[src/rtl/des_round_engine_if.sv]
// des_round_engine_if: block, subkey, S-box and result handshake bundle.
// master = environment side, slave = round engine side.
interface des_round_engine_if;
  logic        in_valid;
  logic        in_ready;
  logic [63:0] block_in;
  logic [47:0] subkey_in;
  logic [3:0]  round_idx;
  logic [47:0] sbox_in;
  logic [31:0] sbox_out;
  logic        out_valid;
  logic        out_ready;
  logic [63:0] block_out;
  logic        busy;

  modport master (
    output in_valid, block_in, subkey_in,
    output sbox_out, out_ready,
    input  in_ready, round_idx, sbox_in,
    input  out_valid, block_out, busy
  );

  modport slave (
    input  in_valid, block_in, subkey_in,
    input  sbox_out, out_ready,
    output in_ready, round_idx, sbox_in,
    output out_valid, block_out, busy
  );
endinterface

[src/rtl/des_round_engine.sv]
// des_round_engine: iterative DES Feistel datapath, one round per clock.
// Define DES_IP_FP_EN to apply IP on load and FP (IP^-1) on the result.
module des_round_engine #(
  parameter int NUM_ROUNDS = 16
) (
  input logic               clk,
  input logic               rst_n,
  des_round_engine_if.slave bus
);
  typedef enum logic [1:0] {
    IDLE,
    ROUND,
    DONE
  } state_e;

  localparam logic [3:0] LAST = 4'(NUM_ROUNDS - 1);

  state_e      state_q, state_d;
  logic [31:0] l_q, l_d;
  logic [31:0] r_q, r_d;
  logic [3:0]  idx_q, idx_d;
  logic [63:0] out_q, out_d;
  logic [31:0] f;
  logic [63:0] blk_ld;
  logic [63:0] blk_fin;

  function automatic logic [47:0] expand(input logic [31:0] r);
    return {r[0], r[31:27], r[28:23], r[24:19],
            r[20:15], r[16:11], r[12:7], r[8:3],
            r[4:0], r[31]};
  endfunction

  function automatic logic [31:0] pperm(input logic [31:0] s);
    return {s[16], s[25], s[12], s[11],
            s[3],  s[20], s[4],  s[15],
            s[31], s[17], s[9],  s[6],
            s[27], s[14], s[1],  s[22],
            s[30], s[24], s[8],  s[18],
            s[0],  s[5],  s[29], s[23],
            s[13], s[19], s[2],  s[26],
            s[10], s[21], s[28], s[7]};
  endfunction

`ifdef DES_IP_FP_EN
  localparam int IP_T [64] = '{
    58, 50, 42, 34, 26, 18, 10, 2,
    60, 52, 44, 36, 28, 20, 12, 4,
    62, 54, 46, 38, 30, 22, 14, 6,
    64, 56, 48, 40, 32, 24, 16, 8,
    57, 49, 41, 33, 25, 17, 9,  1,
    59, 51, 43, 35, 27, 19, 11, 3,
    61, 53, 45, 37, 29, 21, 13, 5,
    63, 55, 47, 39, 31, 23, 15, 7};

  localparam int FP_T [64] = '{
    40, 8, 48, 16, 56, 24, 64, 32,
    39, 7, 47, 15, 55, 23, 63, 31,
    38, 6, 46, 14, 54, 22, 62, 30,
    37, 5, 45, 13, 53, 21, 61, 29,
    36, 4, 44, 12, 52, 20, 60, 28,
    35, 3, 43, 11, 51, 19, 59, 27,
    34, 2, 42, 10, 50, 18, 58, 26,
    33, 1, 41, 9,  49, 17, 57, 25};

  function automatic logic [63:0] ip(input logic [63:0] x);
    logic [63:0] o;
    o = '0;
    for (int i = 0; i < 64; i++)
      o[6'(63 - i)] = x[6'(64 - IP_T[i])];
    return o;
  endfunction

  function automatic logic [63:0] fp(input logic [63:0] x);
    logic [63:0] o;
    o = '0;
    for (int i = 0; i < 64; i++)
      o[6'(63 - i)] = x[6'(64 - FP_T[i])];
    return o;
  endfunction

  assign blk_ld  = ip(bus.block_in);
  assign blk_fin = fp({l_q ^ f, r_q});
`else
  assign blk_ld  = bus.block_in;
  assign blk_fin = {l_q ^ f, r_q};
`endif

  assign f         = pperm(bus.sbox_out);
  assign bus.sbox_in   = expand(r_q) ^ bus.subkey_in;
  assign bus.in_ready  = (state_q == IDLE);
  assign bus.busy      = (state_q != IDLE);
  assign bus.out_valid = (state_q == DONE);
  assign bus.block_out = out_q;
  assign bus.round_idx = idx_q;

  always_comb begin
    state_d = state_q;
    l_d     = l_q;
    r_d     = r_q;
    idx_d   = idx_q;
    out_d   = out_q;
    unique case (state_q)
      IDLE: begin
        if (bus.in_valid) begin
          l_d     = blk_ld[63:32];
          r_d     = blk_ld[31:0];
          idx_d   = '0;
          state_d = ROUND;
        end
      end
      ROUND: begin
        l_d = r_q;
        r_d = l_q ^ f;
        // result is captured with the swap undone on the last round
        if (idx_q == LAST) begin
          out_d   = blk_fin;
          state_d = DONE;
        end else begin
          idx_d = idx_q + 4'd1;
        end
      end
      DONE: begin
        if (bus.out_ready) state_d = IDLE;
      end
      default: state_d = IDLE;
    endcase
  end

  always_ff @(posedge clk or negedge rst_n) begin
    if (!rst_n) begin
      state_q <= IDLE;
      l_q     <= '0;
      r_q     <= '0;
      idx_q   <= '0;
      out_q   <= '0;
    end else begin
      state_q <= state_d;
      l_q     <= l_d;
      r_q     <= r_d;
      idx_q   <= idx_d;
      out_q   <= out_d;
    end
  end
endmodule

[src/flat_wrapper.sv]
// flat-port wrapper written by rule: the top's interface ports become plain ports
module des_round_engine_flat 
#(
  parameter int NUM_ROUNDS = 16
)
  (clk, rst_n, bus_in_valid, bus_block_in, bus_subkey_in, bus_sbox_out, bus_out_ready, bus_in_ready, bus_round_idx, bus_sbox_in, bus_out_valid, bus_block_out, bus_busy);
  des_round_engine_if bus_i ();
  input logic clk;
  input logic rst_n;
  input wire logic [$bits(bus_i.in_valid)-1:0] bus_in_valid;
  input wire logic [$bits(bus_i.block_in)-1:0] bus_block_in;
  input wire logic [$bits(bus_i.subkey_in)-1:0] bus_subkey_in;
  input wire logic [$bits(bus_i.sbox_out)-1:0] bus_sbox_out;
  input wire logic [$bits(bus_i.out_ready)-1:0] bus_out_ready;
  output wire logic [$bits(bus_i.in_ready)-1:0] bus_in_ready;
  output wire logic [$bits(bus_i.round_idx)-1:0] bus_round_idx;
  output wire logic [$bits(bus_i.sbox_in)-1:0] bus_sbox_in;
  output wire logic [$bits(bus_i.out_valid)-1:0] bus_out_valid;
  output wire logic [$bits(bus_i.block_out)-1:0] bus_block_out;
  output wire logic [$bits(bus_i.busy)-1:0] bus_busy;
  assign bus_i.in_valid = bus_in_valid;
  assign bus_i.block_in = bus_block_in;
  assign bus_i.subkey_in = bus_subkey_in;
  assign bus_i.sbox_out = bus_sbox_out;
  assign bus_i.out_ready = bus_out_ready;
  assign bus_in_ready = bus_i.in_ready;
  assign bus_round_idx = bus_i.round_idx;
  assign bus_sbox_in = bus_i.sbox_in;
  assign bus_out_valid = bus_i.out_valid;
  assign bus_block_out = bus_i.block_out;
  assign bus_busy = bus_i.busy;
  des_round_engine #(.NUM_ROUNDS(NUM_ROUNDS)) u_core (.clk(clk), .rst_n(rst_n), .bus(bus_i));
endmodule
[config.mk]
export PLATFORM = sky130hd
export DESIGN_NAME = des_round_engine_flat
export DESIGN_NICKNAME = d
export VERILOG_FILES = /design/src/rtl/des_round_engine_if.sv /design/src/rtl/des_round_engine.sv /design/src/flat_wrapper.sv
export SDC_FILE = /design/constraint.sdc
export NUM_CORES = 1
export LEC_CHECK = 0
export BUFFER_PORTS_ARGS = -buffer_cell sky130_fd_sc_hd__clkbuf_2
export CAP_MARGIN = 20
export CELL_PAD_IN_SITES_DETAIL_PLACEMENT = 2
export CELL_PAD_IN_SITES_GLOBAL_PLACEMENT = 2
export CORE_UTILIZATION = 28
export DETAILED_ROUTE_END_ITERATION = 10
export HOLD_SLACK_MARGIN = 0.12
export PLACE_DENSITY = 0.81
export SETUP_SLACK_MARGIN = 0.3
export SLEW_MARGIN = 5
export SYNTH_ARGS = -nofsm -noshare
export SYNTH_HDL_FRONTEND = slang
export SYNTH_SLANG_ARGS = --single-unit
[constraint.sdc]
create_clock -name clk -period 1.95 [get_ports clk]
set_input_delay 0.2925 -clock clk [delete_from_list [all_inputs] [get_ports clk]]
set_output_delay 0.2925 -clock clk [all_outputs]
set_load 0.02 [all_outputs]
* Word-level counts from Yosys, hierarchy flattened
Index checks and enable logic that the tools add are counted.
Word-level totals: register bits after elaboration 134, output and inout port bits 119, logic and storage cells 33, input port bits 148
Operators by class: eq/ne operators 7, bitwise operators 2, reductions and logical operators 7, multiplexer cells 11, add/subtract/negate cells 1
Operators by type and width (number):
- $pmux 32 s2 | 2
- $mux 32 | 2
- $xor 48x48->48 | 1
- $xor 32x32->32 | 1
- $mux 4 | 2
- $pmux 4 s2 | 1
- $mux 2 | 3
- $ne 2x2->1 const B | 3
- $pmux 2 s3 | 1
- $reduce_and 3->1 | 2
- $add 4x1->4 const B | 1
- $eq 4x4->1 const B | 1
- $reduce_and 2->1 | 2
- $reduce_bool 2->1 | 2
- $eq 2x1->1 const B | 1
- $eq 2x2->1 const B | 1
- $logic_not 2->1 | 1
- $ne 2x1->1 const B | 1

* Depth between registers and ports, before layout
depth after elaboration 3, depth in mapped cells 8

* Worst setup path before layout
Ideal clock, no wire load.
path type reg-to-reg, from register u_core.idx_q[0] (netlist: u_core.bus.round_idx[0]), to register u_core.out_q[19] (netlist: u_core.bus.block_out[19]), clock period less this slack 1.665 ns, required time 1.833 ns, path buffers 3, stages on the path, launching flop included 9, slack 0.285 ns, arrival 1.548 ns, library setup time 0.117 ns, path through dfrtp_1 > ha_1 > and3_1 > buf_4 > and2_1 > buf_4 > buf_6 > nand2_1 > nand2_1
Between the ends: cells in the longest elaborated chain, start to end 2
RTL lines:
- from (decl) | line des_round_engine.sv:21 | logic [3:0] idx_q, idx_d;
- from (signal assigned) | line des_round_engine.sv:140 | idx_q <= idx_d;
- $eq 4x4->1 | line des_round_engine.sv:115 | if (idx_q == LAST) begin
- $reduce_and 2->1 (no source line)
- to (signal assigned) | line des_round_engine.sv:141 | out_q <= out_d;
- to (decl) | line des_round_engine.sv:22 | logic [63:0] out_q, out_d;
No other way between the ends. A chain may end at the register's enable or synchronous reset.

* Final worst setup path
from register u_core.state_q[1], to register u_core.l_q[6]
Between the ends: cells in the longest elaborated chain, start to end 3
RTL lines:
- from (decl) | line des_round_engine.sv:18 | state_e state_q, state_d;
- from (signal assigned) | line des_round_engine.sv:137 | state_q <= state_d;
- $eq 2x1->1 / $logic_not 2->1 (equally long branches) | line des_round_engine.sv:102 | unique case (state_q)
- $reduce_bool 2->1 (no source line) / $ne 2x2->1 (equally long branches)
- $reduce_and 2->1 (no source line)
- to (signal assigned) | line des_round_engine.sv:138 | l_q <= l_d;
- to (decl) | line des_round_engine.sv:19 | logic [31:0] l_q, l_d;
Several ways; a longest one is shown, not always the timed one.

==> impl_metrics.py <==
metrics = {
    "floorplan": {
        "die_y_um": 154,
        "num_rows": 55,
        "core_area_sq_mm": 0.0226,
        "ioPinCount": 267,
        "fp.dieW_um": 154,
        "dieArea_sq_mm": 0.0237,
        "start_util_pct": 28.5,
    },
    "timing": {
        "finalCritPeriodShare_pct": 85.9,
        "hold_viol_final": 0,
        "tightest_slew_ps": 618,
        "hold_ws_ps": 154,
        "setup_viol": 0,
        "finClkSkew_ps": 10.4,
        "setup_tns_ps": 0,
        "fin_crit_ps": 1680,
        "grt_setup_unrepaired": "yes",
        "fmax_mhz": 597,
        "slew-limit-headroom_pct": 58.7,
        "drv_slew": 0,
    },
    "finish": {
        "drive_above_1_share_pct": 37.3,
        "layout.nets": 1069,
        "diodes": 0,
        "area_delta_synth_final_pct": 39.9,
        "mostFrequentLayoutCells": "clkbuf_2, nand2_1, dfrtp_1, xor2_1, a21oi_1",
        "final_common_cell": "clkbuf_2",
        "utilization_pct": 40.0,
    },
    "pwr": {
        "switching_share_pct": 44.1,
        "power_frac_comb_pct": 48.6,
        "p_int_mw": 9.67,
        "total_power_mw": 17.3,
        "p_sw_mw": 7.62,
        "clkPwrFrac_pct": 19.0,
        "pwr-share-seq_pct": 32.4,
        "powerDensity_mw_per_mm2": 1910,
        "p_leak_nw": 4.45,
        "ir_drop_mv": 0.720,
    },
    "route": {
        "via_count": 5875,
        "wl_per_cell_um": 19.4,
        "drt_iter0_markers": 188,
        "wl_mm": 23.6,
        "viasPerCell": 4.83,
        "drtPass1Iterations": 4,
        "drc": 0,
        "ant_nets": 0,
    },
    "synthesis": {
        "netlist_top_cells_area": "dfrtp_1, nand2_1, xor2_1, mux2i_1, o22a_1",
        "synth_cells": 642,
        "synth_flop_cell": "dfrtp_1",
        "ys_seq_area_share_pct": 51.9,
        "synthArstFlopShare_pct": 100,
        "synth_seq_cells": 134,
        "syn-cell-area_sq_mm": 0.00646,
        "ys_types": 29,
        "syn-num-nets": 791,
        "yosys.area.top_type": "dfrtp_1",
        "syn_area_per_cell_sq_um": 10.1,
        "synth_edf_count": 0,
        "synth_top_area_share_pct": 51.9,
        "ys_warn_count": 0,
    },
    "setup_path": {
        "r2r_end": "u_core.l_q[6]",
        "crit_start": "u_core.state_q[1]",
        "crit_path_end_kind": "register",
        "rr_startpoint": "u_core.state_q[1]",
        "ff2ff_path_depth": 5,
        "start_kind": "register",
        "path_class": "register to register",
        "cp-endpoint": "u_core.l_q[6]",
        "crit_arrival_ps": 1950,
        "r2r_setup_slack_ps": 270,
        "worstPathRequired_ps": 2220,
        "crit_fanout": 17,
    },
    "place": {
        "gp_congestion": 0.768,
        "io_buffers": 266,
        "dpl.hpwl_mm": 16.3,
    },
    "grt": {
        "grt_pass1_vias": 6529,
        "grt_pass1_wl_mm": 36.6,
        "grt_max_degree": 62,
        "antenna_found_initial": 0,
        "gr-total-overflow": 0,
        "grt_usage_pct": 20.2,
    },
    "clock_tree": {
        "clockRootBuffer": "clkbuf_16",
        "cts_buffers": 17,
        "cts_tree": "yes",
        "clock_path_buffers": 2,
        "cts_sinks": 134,
        "htreeDepth": 4,
        "cts.reportedPaths.clkPinSlew_ps": 60,
        "clkLatencyLatePin_ps": 410,
    },
    "job": {
        "maxCapViolCount": 0,
    },
    "outcome": {
        "status": "complete, no violations",
    },
    "hold_path": {
        "holdPathStages": 2,
        "hp-class": "input pin to register",
    },
}
## power by group through the flow
stage | sequential, mW | clock, mW | combinational (mW)
floorplan | 6.12 | 0 | 4.51
global placement | 5.58 | 0 | 7.57
detailed placement | 5.66 | 0 | 7.94
CTS | 5.62 | 3.37 | 8.20
global route | 5.82 | 3.48 | 9.17
finish | 5.60 | 3.29 | 8.40
## worst max-delay path, stage by stage (launching register included)
cell	delay, ps
dfrtp_4	510
buf_12	150
nor3b_4	260
buf_12	240
mux2i_1	270
o21ai_1	100
## cell families after synthesis
family,after synthesis,synth area share (%)
buf+inv,49,4.68
flops,134,51.9
simple gates,205,14.4
fa+ha+maj,1,0.194
xor+xnor,80,10.8
compound gates,141,13.0
mux,32,4.96
## through the flow
step	setup WS (ps)	cells	instance area, sq um
after global routing	223	1216	9040
after global placement	264	1169	8130
after floorplan	311	642	6460
final	274	1216	9040
after detailed placement	162	1169	8130
after CTS	207	1206	8820
## registers in the layout, indices dropped and copies added, names as in the netlist
signal / flops
u_core.r_q: 32
u_core.l_q: 32
u_core.bus.round_idx: 4
u_core.state_q: 2
u_core.bus.block_out: 64
## metal layers
layer	up-vias	track usage, %	share of wire (%)
met5	-	0	0
met1	2972	24.5	43
met3	22	4.62	4.7
met2	172	35.3	51
li1	2709	-	-
met4	0	6.00	1.3
## worst min path at each step
stage	slack, ps	endpoint	startpoint
final	150	u_core.state_q[1]	bus_out_ready
after global placement	190	u_core.bus.block_out[1]	rst_n
after detailed placement	200	u_core.bus.block_out[1]	rst_n
after global routing	130	u_core.state_q[1]	bus_out_ready
after CTS	130	u_core.state_q[1]	bus_out_ready
after floorplan	-3	u_core.bus.block_out[0]	rst_n
## cells in the mapped netlist (all sizes together), types with 3 or more instances
library cell and instances:
nand2 161, a21oi 36, nor3b 33, o21ai 68, o22a 32, buf 31, nor2 3, mux2i 32
xnor2 32, xor2 48, inv 4, clkbuf 14, dfrtp 134
## area by class of cell
| cell class | instances | area (sq um) |
|---|---|---|
| Fill cell | 2488 | 13600 |
| Timing Repair Buffer | 303 | 1860 |
| Tap cell | 285 | 357 |
| Clock buffer | 21 | 460 |
| Multi-Input combinational cell | 460 | 2870 |
| Sequential cell | 134 | 3360 |
| Clock inverter | 9 | 128 |
| Inverter | 4 | 15.0 |
## timing repair
action | 4_1_cts | 5_1_grt
gates cloned | 2 | 3
buffers inserted | 4 | 7
hold endpoints to repair | 39 | 0
gates resized for setup | 10 | 33
hold buffers | 1 | 0
endpoints found under the setup margin | 99 | 95
pin swaps | 2 | 4
Note: power is estimated with default switching activity, not from simulation.
